--- config.mk ---
export PLATFORM = sky130hd
export DESIGN_NAME = pipe_hazard_ctrl
export DESIGN_NICKNAME = d
export VERILOG_FILES = /design/src/rtl/pipe_ctrl_pkg.sv /design/src/rtl/fwd_unit.sv /design/src/rtl/pipe_hazard_ctrl.sv
export SDC_FILE = /design/constraint.sdc
export NUM_CORES = 1
export LEC_CHECK = 0
export ABC_CLOCK_PERIOD_IN_PS = 4500
export CORE_ASPECT_RATIO = 2
export CORE_MARGIN = 2
export CORE_UTILIZATION = 40
export CTS_CLUSTER_SIZE = 40
export DETAILED_ROUTE_END_ITERATION = 8
export PLACE_DENSITY = 0.74
export SETUP_SLACK_MARGIN = 0.5
export SLEW_MARGIN = 10
export SYNTH_ARGS = -nofsm -noshare
export SYNTH_HDL_FRONTEND = slang
export SYNTH_SLANG_ARGS = --single-unit
--- constraint.sdc ---
create_clock -name clk -period 4.5 [get_ports clk]
set_clock_uncertainty 0.15 [all_clocks]
set_input_delay 1.125 -clock clk [delete_from_list [all_inputs] [get_ports clk]]
set_output_delay 1.125 -clock clk [all_outputs]
set_load 0.1 [all_outputs]
--- src/rtl/pipe_ctrl_pkg.sv ---
// Shared constants and types for the pipeline hazard controller.
package pipe_ctrl_pkg;

  // ALU control codes that mark a conditional branch in EX
  localparam logic [3:0] ALU_BEQ  = 4'b0110;
  localparam logic [3:0] ALU_BNEQ = 4'b0111;
  localparam logic [3:0] ALU_BGEZ = 4'b1111;

  // EX operand source selects
  localparam logic [1:0] FWD_REG = 2'b00;
  localparam logic [1:0] FWD_MEM = 2'b10;
  localparam logic [1:0] FWD_WB  = 2'b01;

  typedef enum logic {
    ST_RUN   = 1'b0,
    ST_STALL = 1'b1
  } state_t;

  // Branch outcome from the EX ALU flags; any other code is never taken
  function automatic logic branch_resolve(input logic [3:0] ctrl,
                                          input logic       zero,
                                          input logic       neg);
    logic tk;
    tk = 1'b0;
    case (ctrl)
      ALU_BEQ:  tk = zero;
      ALU_BNEQ: tk = ~zero;
      ALU_BGEZ: tk = ~neg;
      default:  tk = 1'b0;
    endcase
    return tk;
  endfunction

endpackage

--- src/rtl/fwd_unit.sv ---
// Forwarding mux select for one EX operand. MEM result is newer than WB,
// so it wins; register 0 is hard-wired and never forwarded.
module fwd_unit
  import pipe_ctrl_pkg::*;
(
  input  logic [4:0] ex_src,
  input  logic [4:0] mem_rd,
  input  logic [4:0] wb_rd,
  input  logic       mem_reg_write,
  input  logic       wb_reg_write,
  output logic [1:0] fwd_sel
);

  // Pick the youngest in-flight producer of ex_src
  always_comb begin
    fwd_sel = FWD_REG;
    if (mem_reg_write && (mem_rd != 5'd0) && (mem_rd == ex_src))
      fwd_sel = FWD_MEM;
    else if (wb_reg_write && (wb_rd != 5'd0) && (wb_rd == ex_src))
      fwd_sel = FWD_WB;
  end

endmodule

--- src/rtl/pipe_hazard_ctrl.sv ---
// Hazard/sequencing controller for the 5-stage pipeline: load-use stalls,
// branch flushes, memory-wait freeze, operand forwarding and debug counters.
//
//  state    | meaning
//  ---------+-------------------------------------------------------------
//  ST_RUN   | normal flow; a load-use hazard here inserts the first bubble
//  ST_STALL | extra load-use bubbles still owed, remain_q counts them down
module pipe_hazard_ctrl
  import pipe_ctrl_pkg::*;
#(
  parameter int unsigned LOAD_STALL = 1,
  parameter int unsigned CNT_W      = 16
) (
  input  logic             clk,
  input  logic             reset,
  input  logic             mem_wait,
  input  logic [4:0]       id_rs,
  input  logic [4:0]       id_rt,
  input  logic             id_uses_rt,
  input  logic             ex_valid,
  input  logic [4:0]       ex_rs,
  input  logic [4:0]       ex_rt,
  input  logic [4:0]       ex_rd,
  input  logic             ex_mem_read,
  input  logic [3:0]       ex_alu_ctrl,
  input  logic             ex_alu_zero,
  input  logic             ex_alu_neg,
  input  logic [4:0]       mem_rd,
  input  logic [4:0]       wb_rd,
  input  logic             mem_reg_write,
  input  logic             wb_reg_write,
  output logic             pc_write,
  output logic             ifid_write,
  output logic             ifid_flush,
  output logic             idex_bubble,
  output logic             branch_taken,
  output logic [1:0]       fwd_a,
  output logic [1:0]       fwd_b,
  output logic [CNT_W-1:0] stall_cnt,
  output logic [CNT_W-1:0] flush_cnt
);

  // First bubble is issued from ST_RUN, so the down-counter reloads with one less
  localparam logic [2:0] STALL_RELOAD = 3'(LOAD_STALL - 1);

  state_t     state_q, state_d;
  logic [2:0] remain_q, remain_d;
  logic       taken, luh;
  logic       stall_inc, flush_inc;

  assign taken = ex_valid & branch_resolve(ex_alu_ctrl, ex_alu_zero, ex_alu_neg);

  assign luh = ex_valid & ex_mem_read & (ex_rd != 5'd0) &
               ((ex_rd == id_rs) | (id_uses_rt & (ex_rd == id_rt)));

  // Priority: memory wait, then taken branch, then stall/hazard, then run
  always_comb begin
    pc_write     = 1'b1;
    ifid_write   = 1'b1;
    ifid_flush   = 1'b0;
    idex_bubble  = 1'b0;
    branch_taken = 1'b0;
    state_d      = state_q;
    remain_d     = remain_q;
    stall_inc    = 1'b0;
    flush_inc    = 1'b0;
    if (mem_wait) begin
      pc_write   = 1'b0;
      ifid_write = 1'b0;
    end else if (taken) begin
      // Any owed bubbles belong to the instruction being squashed
      branch_taken = 1'b1;
      ifid_flush   = 1'b1;
      idex_bubble  = 1'b1;
      flush_inc    = 1'b1;
      state_d      = ST_RUN;
      remain_d     = 3'd0;
    end else if (state_q == ST_STALL) begin
      pc_write    = 1'b0;
      ifid_write  = 1'b0;
      idex_bubble = 1'b1;
      stall_inc   = 1'b1;
      if (remain_q == 3'd1) begin
        state_d  = ST_RUN;
        remain_d = 3'd0;
      end else begin
        remain_d = remain_q - 3'd1;
      end
    end else if (luh) begin
      pc_write    = 1'b0;
      ifid_write  = 1'b0;
      idex_bubble = 1'b1;
      stall_inc   = 1'b1;
      if (LOAD_STALL > 1) begin
        state_d  = ST_STALL;
        remain_d = STALL_RELOAD;
      end
    end
  end

  // State, bubble down-counter and saturating debug counters
  always_ff @(posedge clk) begin
    if (reset) begin
      state_q   <= ST_RUN;
      remain_q  <= 3'd0;
      stall_cnt <= '0;
      flush_cnt <= '0;
    end else begin
      state_q  <= state_d;
      remain_q <= remain_d;
      if (stall_inc && (stall_cnt != '1))
        stall_cnt <= stall_cnt + CNT_W'(1);
      if (flush_inc && (flush_cnt != '1))
        flush_cnt <= flush_cnt + CNT_W'(1);
    end
  end

  fwd_unit u_fwd_a (
    .ex_src        (ex_rs),
    .mem_rd        (mem_rd),
    .wb_rd         (wb_rd),
    .mem_reg_write (mem_reg_write),
    .wb_reg_write  (wb_reg_write),
    .fwd_sel       (fwd_a)
  );

  fwd_unit u_fwd_b (
    .ex_src        (ex_rt),
    .mem_rd        (mem_rd),
    .wb_rd         (wb_rd),
    .mem_reg_write (mem_reg_write),
    .wb_reg_write  (wb_reg_write),
    .fwd_sel       (fwd_b)
  );

endmodule
## Word-level counts from Yosys, hierarchy flattened

Cells that the tools add are included.

- $add $sub $neg: 3
- Equal/unequal tests: 12
- Muxes and demuxes: 23
- Bitwise operators: 9
- Reduce and logical (&&, ||, !) cells: 13

Operator list:

| operator | number |
|---|---|
| $add A16 B1 Y16 const B | 2 |
| $ne A16 B16 Y1 const B | 2 |
| $eq A5 B5 Y1 | 6 |
| $mux W1 | 17 |
| $reduce_bool A5 Y1 | 3 |
| $mux W3 | 3 |
| $eq A4 B3 Y1 const B | 2 |
| $logic_and A1 B1 Y1 | 8 |
| $and A1 B1 Y1 | 5 |
| $eq A4 B4 Y1 const B | 1 |
| $mux W2 | 2 |
| $eq A3 B1 Y1 const B | 1 |
| $not A1 Y1 | 3 |
| $pmux W1 S3 | 1 |
| $sub A3 B1 Y3 const B | 1 |
| $reduce_and A2 Y1 | 1 |
| $reduce_bool A2 Y1 | 1 |
| $or A1 B1 Y1 | 1 |

- Register bits after elaboration: 36
- Input bits: 49

## Longest topological paths before layout

- Depth in word-level cells: 9
- Gate-level depth with buffers: 8

## Cells and area by module

Synthesis repeated with hierarchy kept, for this count alone.

- Cells, all modules: 282
- Area total of the unflattened synthesis: 2,329.7 um2

Modules (own cells, without submodules):

| module | times used | cells an instance | area an instance (um2) |
|---|---|---|---|
| pipe_hazard_ctrl | 1 | 242 | 2,026.9 |
| fwd_unit | 2 | 20 | 151.4 |

## Least setup slack after synthesis

Ideal clock, no wire load.

- Kind: in2out
- Start point: input mem_rd[4]
- End point: output fwd_a[0]
- Arrival time: 6.328 ns
- Data required time: 3.225 ns
- Slack: -3.103 ns
- Cell stages on the path: 4
- Buffers on the path: 0
- Cell sequence: xnor2_1 > nand3_1 > nor4_1 > nor4_1

- Word-level cells in the longest chain between the ends: 4

Ends and longest elaborated chain:

| what | RTL line | text |
|---|---|---|
| start: declaration | pipe_hazard_ctrl.sv:28 | `input logic [4:0] mem_rd,` |
| $reduce_bool A5 Y1 | fwd_unit.sv:17 | `if (mem_reg_write && (mem_rd != 5'd0) && (mem_rd == ex_src))` |
| $logic_and A1 B1 Y1 | fwd_unit.sv:17 |  |
| $logic_and A1 B1 Y1 * | fwd_unit.sv:17 |  |
| $mux W2 * | fwd_unit.sv:17 |  |
| end: declaration | pipe_hazard_ctrl.sv:37 | `output logic [1:0] fwd_a,` |

Every way passes the cells marked *; elsewhere a longest branch is shown, timed or not.

## Worst setup path in the final report

- Start point: input mem_rd[1]
- End point: output fwd_b[0]

- Word-level cells in the longest chain between the ends: 4

Ends and longest elaborated chain:

| what | RTL line | text |
|---|---|---|
| $reduce_bool A5 Y1 | fwd_unit.sv:17 |  |
| $logic_and A1 B1 Y1 | fwd_unit.sv:17 |  |
| $logic_and A1 B1 Y1 * | fwd_unit.sv:17 |  |
| $mux W2 * | fwd_unit.sv:17 |  |
| end: declaration | pipe_hazard_ctrl.sv:38 | `output logic [1:0] fwd_b,` |

Marked as above.

==> impl_metrics.tcl <==
set metrics [dict create \
    netSwitchingPower_uw 213 \
    grt_first_pass_wirelength_um 11100 \
    cts-root-to-sink-buffers 2 \
    yosys-top-cells-area "dfxtp_1 (30%), xor2_1 (9.9%), xnor2_1 (6.6%), nor2_1 (4.2%), or4_1 (4.1%)" \
    leakagePower_nw 1.38 \
    maxClockFrequency_ghz 0.251 \
    p_int_uw 685 \
    swShare 0.237 \
    postSynthCellCount 268 \
    total_power_of_the_final_layout_uw 898 \
    violations "design-rule violations" \
    core_area_um2 5760 \
    synth_fp_nets 321 \
    run_status "finished with violations" \
    final.setup.tns_ps 0 \
    remaining_drc_errors 8 \
    synthArstFlopShare 0 \
    clk_pin_slew_worst_paths_ps 50 \
    first_iter_violations 67 \
    timing.critical_path.fanout_max 3 \
    grt_remaining_overflow 0 \
    crit_path_launch_type "primary input" \
    timing.critical_path.required_ps 3220 \
    avgRoutedWirePerCell_um 16.7 \
    timing.final.crit_period_ps 3990 \
    peak_usage_layer_in_the_global_routing_report "met2" \
    tritoncts_buffer_count 5 \
    clock_tree.root_cell "clkbuf_16" \
    via_count 2399 \
    commonest_cells_after_routing_fill_and_taps_aside "clkdlybuf4s50_1 (59), dfxtp_1 (36), xor2_1 (27)" \
    top_cell_type_by_total_area_after_synthesis "dfxtp_1" \
    post_synthesis_sequential_area_ratio 0.301 \
    final.period_utilization 0.886 \
    wirelength_um 7100 \
    worstHoldPathType "register to register" \
    power-per-cell-area_nw_per_um2 239 \
    design.final.nets 416 \
    insertedDiodeCount 0 \
    multiInputGateArea_um2 1670 \
    register_area_um2 721 \
    layout_commonest_cell "clkdlybuf4s50_1" \
    reg2reg_slack_ps 2330 \
    setup_viol 0 \
    synth-warning-count 0 \
    yosys.cell_types.count 51 \
    nFillCells 476 \
    grt_use_met2 0.437 \
    finalMaxSlewViolations 0 \
    via_count_of_the_first_global_routing_pass 2358 \
    postRouteAntennaNets 0 \
    max_slew.worst_pin.slew_ps 989 \
    grt_util_met1 0.200 \
    combinationalPowerShare 0.170 \
    syn_std_cell_area_um2 2390 \
    max_cap_violations 0 \
    die-height_um 113 \
    grtUsageTotal 0.215 \
    detailedPlacementHpwl_um 5500 \
    worst_ep_arrival_time_ps 2710 \
    vdd.ir_drop.worst_v 0.000213 \
    number_of_enable_type_register_cells_in_the_synthesized_netlist 0 \
    floorplan.io_pins 90 \
    timing.critical_path.to_type "output port" \
    antenna_violations_before_repair 0 \
    ctsHoldBuffers 0 \
    finalHoldViolCount 0 \
    fp.dieArea_um2 6650 \
    syn_avg_cell_area_um2 8.93 \
    synth.top_cell.area_share 0.301 \
    grt.met3_usage 0.0340 \
    numClockSinks 36 \
    htree_levels 2 \
    clock_latency_ps 280 \
    drive_above_1_share 0.190 \
    fp.dieW_um 58.7 \
    timing.slew.headroom 0.338 \
    vias_per_cell 5.64 \
    clock_power_share 0.474 \
    postSynthRegisterBits 36 \
    area_delta_synth_final_pct 56.9 \
    yosys_most_used_dff "dfxtp_1" \
    rows 39 \
    drt_pass1_iterations 6 \
    tritoncts "done" \
    grt_setup_unrepaired "true" \
    pin_count_of_the_biggest_net_entering_global_routing 28 \
    timing.setup.critical_path_class "primary input to output port" \
    pwr-share-seq 0.356 \
    starting_utilization_of_the_core_area 0.415 \
    gp_congestion 0.756 \
    placement.io_buffers 89 \
]
-- routing by layer --
layer | vias to the layer above | routed length, um
li1 | 1171 | -
met3 | 13 | 359
met1 | 1150 | 2300
met2 | 65 | 4270
met5 | - | 0
met4 | 0 | 176
-- metrics by stage --
stage / setup slack, ps / hold slack, ps / util / cell area (um2) / cells
6_report: 511 / 340 / 0.652 / 3750 / 425
5_1_grt: 480 / 370 / 0.652 / 3750 / 425
4_1_cts: 482 / 341 / 0.646 / 3720 / 424
3_5_place_dp: 199 / 329 / 0.604 / 3480 / 408
3_3_place_gp: 224 / 318 / 0.604 / 3480 / 408
2_1_floorplan: 149 / 304 / - / 2500 / 268
-- cell families (layout without fill, tap and decap cells) --
kind of cell,Yosys count,after routing,synth area share
and+or+nand+nor,113,113,0.271
muxes,6,6,0.0356
AOI/OAI and AO/OA,46,46,0.160
xor gates and xnor gates,45,45,0.165
DFF,36,36,0.301
buffers and inverters,18,114,0.0460
adders and majority gates,4,4,0.0209
-- power by group through the flow --
| stage | clock, mW | sequential, mW | combinational (mW) |
|---|---|---|---|
| global placement | 0 | 0.326 | 0.147 |
| finish | 0.426 | 0.319 | 0.152 |
| CTS | 0.429 | 0.319 | 0.153 |
| global route | 0.445 | 0.319 | 0.162 |
| detailed placement | 0 | 0.326 | 0.149 |
| floorplan | 0 | 0.328 | 0.0773 |
-- layout make-up --
type,instances,area share
Multi-Input combinational cell,214,0.446
Timing Repair Buffer,101,0.288
Sequential cell,36,0.192
Clock buffer,7,0.0407
Tap cell,61,0.0203
Clock inverter,1,0.00800
Inverter,5,0.00500
-- critical path, stage by stage --
cell and delay [ps]:
clkdlybuf4s50_1 600, o21ai_4 100, buf_4 140, nor4_4 450, nor4_4 110, buf_12 190
-- Yosys cell counts, drive strengths merged, types with 2 or more instances --
| cell | instances |
|---|---|
| a2111oi | 2 |
| a211oi | 2 |
| a21o | 2 |
| a21oi | 18 |
| and2 | 2 |
| and3 | 7 |
| and4 | 4 |
| buf | 7 |
| clkbuf | 6 |
| dfxtp | 36 |
| ha | 4 |
| inv | 5 |
| mux2 | 5 |
| nand2 | 16 |
| nand3 | 13 |
| nand4 | 10 |
| nor2 | 27 |
| nor2b | 4 |
| nor3 | 4 |
| nor4 | 5 |
| o21ai | 5 |
| o22ai | 2 |
| o31ai | 9 |
| or3 | 2 |
| or4 | 13 |
| xnor2 | 18 |
| xor2 | 27 |
-- worst paths after layout --
check                     start             to  depth (start not counted)
setup / recovery      mem_rd[1]       fwd_b[0]                          6
hold / removal    stall_cnt[14]  stall_cnt[14]                          2
setup reg to reg   stall_cnt[0]   stall_cnt[6]                          6
hold reg to reg   stall_cnt[14]  stall_cnt[14]                          2
-- flip-flops by register name (all words and copies together) (netlist names) --
signal,flops
state_q,1
stall_cnt,16
remain_q,3
flush_cnt,16
-- timing repair --
item,4_1_cts,5_1_grt
gates resized for setup,41,10
pin swaps,10,7
cloned,0,0
buffers inserted,8,1
setup endpoints to repair,6,6
Note: power is estimated with default switching activity, not from simulation.
